[src/rtl/de1soc_pkg.sv]
// Shared board constants for the DE1-SoC input conditioning path.
// Debounce window is derived from the board clock.
package de1soc_pkg;

  localparam int CLK_HZ      = 50_000_000;
  localparam int DEBOUNCE_MS = 1;

  localparam int DEBOUNCE_CYCLES_DEFAULT =
    CLK_HZ / 1000 * DEBOUNCE_MS;

  localparam int NUM_SW   = 10;
  localparam int NUM_KEYS = 4;

endpackage

[src/rtl/de1soc_input_conditioner_debounce_bit.sv]
// One-bit two-flop synchronizer plus debounce counter.
// Registered rise/fall pulses accompany each accepted level change.
module debounce_bit #(
  parameter int DEBOUNCE_CYCLES = 50000
) (
  input  logic clk,
  input  logic rst,
  input  logic din,
  output logic dout,
  output logic rise,
  output logic fall
);

  localparam int CW = $clog2(DEBOUNCE_CYCLES + 1);
  localparam logic [CW-1:0] CMAX = CW'(DEBOUNCE_CYCLES - 1);

  logic          sync1;
  logic          sync2;
  logic [CW-1:0] cnt;

  always_ff @(posedge clk) begin
    if (rst) begin
      sync1 <= 1'b0;
      sync2 <= 1'b0;
      cnt   <= '0;
      dout  <= 1'b0;
      rise  <= 1'b0;
      fall  <= 1'b0;
    end else begin
      sync1 <= din;
      sync2 <= sync1;
      rise  <= 1'b0;
      fall  <= 1'b0;
      if (sync2 == dout) begin
        cnt <= '0;
      end else if (cnt == CMAX) begin
        // mismatch held long enough: accept new level
        dout <= sync2;
        cnt  <= '0;
        rise <= sync2;
        fall <= ~sync2;
      end else begin
        cnt <= cnt + 1'b1;
      end
    end
  end

endmodule

[src/rtl/de1soc_input_conditioner.sv]
// Debounced switches and active-high keys with edge pulses.
// Replaces raw SW/KEY_N wiring into the core logic.
module de1soc_input_conditioner
  import de1soc_pkg::*;
#(
  parameter int NUM_SW          = de1soc_pkg::NUM_SW,
  parameter int NUM_KEYS        = de1soc_pkg::NUM_KEYS,
  parameter int DEBOUNCE_CYCLES = DEBOUNCE_CYCLES_DEFAULT
) (
  input  logic                clk,
  input  logic                rst,
  input  logic [NUM_SW-1:0]   SW,
  input  logic [NUM_KEYS-1:0] KEY_N,
  output logic [NUM_SW-1:0]   sw_stable,
  output logic [NUM_KEYS-1:0] key_level,
  output logic [NUM_KEYS-1:0] key_press,
  output logic [NUM_KEYS-1:0] key_release,
  output logic                sw_changed
);

  logic [NUM_KEYS-1:0] key_act;
  logic [NUM_SW-1:0]   sw_rise;
  logic [NUM_SW-1:0]   sw_fall;

  assign key_act = ~KEY_N;

  for (genvar i = 0; i < NUM_SW; i++) begin : g_sw
    debounce_bit #(
      .DEBOUNCE_CYCLES(DEBOUNCE_CYCLES)
    ) u_db (
      .clk  (clk),
      .rst  (rst),
      .din  (SW[i]),
      .dout (sw_stable[i]),
      .rise (sw_rise[i]),
      .fall (sw_fall[i])
    );
  end

  for (genvar i = 0; i < NUM_KEYS; i++) begin : g_key
    debounce_bit #(
      .DEBOUNCE_CYCLES(DEBOUNCE_CYCLES)
    ) u_db (
      .clk  (clk),
      .rst  (rst),
      .din  (key_act[i]),
      .dout (key_level[i]),
      .rise (key_press[i]),
      .fall (key_release[i])
    );
  end

  // OR of registered per-bit flags, no path from raw inputs
  assign sw_changed = |(sw_rise | sw_fall);

endmodule

[config.mk]
export PLATFORM = sky130hd
export DESIGN_NAME = de1soc_input_conditioner
export DESIGN_NICKNAME = d
export VERILOG_FILES = /design/src/rtl/de1soc_pkg.sv /design/src/rtl/de1soc_input_conditioner_debounce_bit.sv /design/src/rtl/de1soc_input_conditioner.sv
export SDC_FILE = /design/constraint.sdc
export NUM_CORES = 1
export LEC_CHECK = 0
export CAP_MARGIN = 20
export CORE_MARGIN = 4
export CORE_UTILIZATION = 25
export DETAILED_ROUTE_END_ITERATION = 8
export PLACE_DENSITY = 0.48
export SLEW_MARGIN = 10
export SYNTH_ARGS = -nofsm -noshare
export SYNTH_HDL_FRONTEND = slang
export SYNTH_SLANG_ARGS = --single-unit
[constraint.sdc]
create_clock -name clk -period 5 [get_ports clk]
set_input_delay 1 -clock clk [delete_from_list [all_inputs] [get_ports clk]]
set_output_delay 1 -clock clk [all_outputs]
set_load 0.01 [all_outputs]
==> metrics.md <==
| Metric | Value |
|---|---|
| Slowest stage delay, CP | `500 ps` |
| Pwr/cell area | `345.2 mW/mm²` |
| Clock root buffer | `clkbuf_16` |
| Synth area leaders | `dfxtp_1 (48%), xnor2_1 (12%), nor2_1 (7.8%)` |
| Crit Path Class | `register to primary output` |
| Worst-path clk slew | `50 ps` |
| Share of cells above drive strength 1 | `0.05274` |
| Vias in the first global route | `8655` |
| Die W | `229.9 µm` |
| Worst EP required | `4000 ps` |
| WL/cell | `11.74 µm` |
| Syn_nets | `1391` |
| Hpwl dp | `16.21 mm` |
| Routed Antenna Nets | `0` |
| Crit-path leading delay family | `simple AND/OR/NAND/NOR gates` |
| CTS tree | `built` |
| Commonest cells post-synth | `dfxtp_1 (294), nor2_1 (255), xnor2_1 (172), nand3_1 (75), nor3_1 (69)` |
| Register bit total from synthesis | `294` |
| Total GRT Usage | `0.09149` |
| H-tree depth | `2` |
| Largest net degree at the start of global routing | `43` |
| Max cap viols | `0` |
| Setup TNS | `0 ps` |
| Initial antenna violation count | `0` |
| Crit share post-route | `0.6029` |
| Design area | `0.01433 mm²` |
| Number of synthesized flops with an enable pin | `0` |
| Startpoint Class | `register` |
| Unrepaired setup endpoints after global routing | `no` |
| Post-synth ARST share | `0` |
| Minimum clock period after layout | `3015 ps` |
| Chip height | `229.9 µm` |
| Max-slew violation count | `0` |
| Final core occ | `0.2933` |
| Final setup fails | `0` |
| CP Max Fanout | `1` |
| Critical path depth | `4` |
| # DRC | `0` |
| Insertion delay to the later sink of the worst-skew pair | `520 ps` |
| Total CTS buffers | `35` |
| IO Port Bufs | `38` |
| Gp weighted congestion | `0.7626` |
| Die footprint | `0.05286 mm²` |
| Ys flop type | `dfxtp_1` |
| # diodes | `0` |
| Initial Util | `0.2520` |
| Buf/Inv on CP | `1` |
| Cells after Synth | `1361` |
| # Post-CTS Setup Buffers | `0` |
| Vias | `8966` |
| # clock sinks | `294` |
| CP Data Arrival Time | `2010 ps` |
| Hold Path Depth | `1` |
| FP Rows | `81` |
| First-pass GRT wire length | `41.84 mm` |
| Grt ovf | `0` |
| # resized after CTS | `0` |
| Yosys top cell area share | `0.4780` |
| Max_slew headroom | `0.4531` |
| Worst-margin pin slew | `820.3 ps` |
| WL final | `24.26 mm` |
| Yosys cell types | `44` |
| Count leader, synth | `dfxtp_1` |
| Synth Cell Area | `0.01231 mm²` |
| Critical path cell sequence | `nor4_1 -> and3_1 -> nand3_1 -> clkdlybuf4s50_1` |
| Max Clock Skew | `9.455 ps` |
| Critical Path End Type | `primary output` |
| Worst Reg-to-Reg Cells | `5` |
| Total core area | `0.04885 mm²` |
| Hold_ws | `436.4 ps` |
| Yosys warns | `0` |
| Iteration count of the initial detailed-routing pass | `4` |
| Area grow syn2layout | `16.38%` |
| Via density | `4.338` |
| Fraction of the yosys area taken by sequential cells | `0.4780` |
| Highest clock rate | `0.3317 GHz` |
| Slowest CP cell | `clkdlybuf4s50_1` |
| Area leader, netlist | `dfxtp_1` |
| Clock Tree Buf Depth | `3` |
| Final #Nets | `1407` |
| Starting DRT DRC Count | `414` |
| Hold Crit Class | `register to register` |
| Syn avg cell area | `9.046 µm²` |
| # hold bufs at CTS | `0` |
| Placed instance area | `0.01319 mm²` |
| Final hold vios | `0` |
| Status | `finished, final reports clean` |
| Lkg Pwr | `4.173 nW` |
| Io pins | `39` |
| IR drop worst, VDD | `0.1857 mV` |
-- flip-flops by register name, indices dropped and copies added, names as in the netlist, 10 cells and up --
register and count:
g_sw.u_db.cnt 160, g_key.u_db.cnt 64, g_sw.u_db.dout 10, g_sw.u_db.fall 10, g_sw.u_db.rise 10, g_sw.u_db.sync1 10
g_sw.u_db.sync2 10
-- final cells by class --
cell class,instances,area (µm²)
Fill cell,5166,34520
Multi-Input combinational cell,965,5929
Sequential cell,294,5886
Clock buffer,52,991.0
Tap cell,664,830.8
Timing Repair Buffer,39,385.4
Inverter,42,157.7
Clock inverter,11,148.9
-- power by group --
| group | internal (W) | switching (W) |
|---|---|---|
| logic | 0.0000229 | 0.0000350 |
| clock network | 0.00154 | 0.000985 |
| registers | 0.00236 | 0.0000102 |
-- final timing paths --
path,startpoint,endpoint,slack (ps)
setup / recovery,g_sw[5].u_db.rise,sw_changed,1990
hold / removal,g_sw[5].u_db.sync1,g_sw[5].u_db.sync2,440
setup reg to reg,g_key[1].u_db.cnt[0],g_key[1].u_db.cnt[2],2620
hold reg to reg,g_sw[5].u_db.sync1,g_sw[5].u_db.sync2,440
-- cells by family after synthesis --
kind of cell / synth area share
simple gates: 0.3051
compound gates: 0.007419
fa+ha+maj: 0.01423
flops: 0.4780
mux: 0.009756
buf+inv: 0.04035
xor+xnor: 0.1451
-- worst reg2reg max path, stage by stage (launching register included) --
cell and delay (ps):
dfxtp_1 390, ha_1 220, nand3_1 260, or4_4 590, o21ai_2 660, nor2_1 120
-- placed cells by master (no fill, tap or decap), types with 3 or more instances in the layout --
cell | netlist | routed
dfxtp_1 | 294 | 294
xor2_1 | 32 | 32
nor2_2 | 10 | 10
a21oi_1 | 5 | 5
nand4_1 | 62 | 62
ha_1 | 14 | 14
nor4_1 | 67 | 67
xnor2_1 | 172 | 172
nor4bb_1 | 12 | 12
nand3_1 | 75 | 75
inv_1 | 42 | 42
clkbuf_16 | 0 | 36
nand2b_1 | 11 | 11
and4_1 | 4 | 4
nand2_1 | 54 | 54
clkdlybuf4s50_1 | 0 | 37
nand2_2 | 3 | 3
nor2_1 | 255 | 255
nor2b_1 | 24 | 24
and3_1 | 19 | 19
clkbuf_1 | 28 | 13
mux2i_1 | 12 | 12
clkbuf_8 | 0 | 3
nand4b_1 | 6 | 6
nor3_1 | 69 | 69
bufinv_16 | 0 | 3
nor4b_1 | 19 | 19
clkinv_2 | 0 | 5
or4_1 | 13 | 13
or4bb_1 | 4 | 4
-- routing by layer --
layer	wire (µm)	share of wire	vias up	GRT usage
met5	0	0	-	0
met4	473	0.019	0	0.02741
met3	1088	0.045	34	0.02391
met2	10170	0.42	104	0.1401
met1	12530	0.52	4150	0.1268
li1	-	-	4678	-
-- stage by stage --
step | setup WS (ps) | instances | power, W
after floorplan | 2796 | 1361 | 0.002454
after global placement | 2354 | 2004 | 0.002478
after detailed placement | 2316 | 2004 | 0.002478
after CTS | 1936 | 2067 | 0.005043
after global routing | 1863 | 2067 | 0.005139
final | 1985 | 2067 | 0.004946
Power figures use the tool's default switching activity.
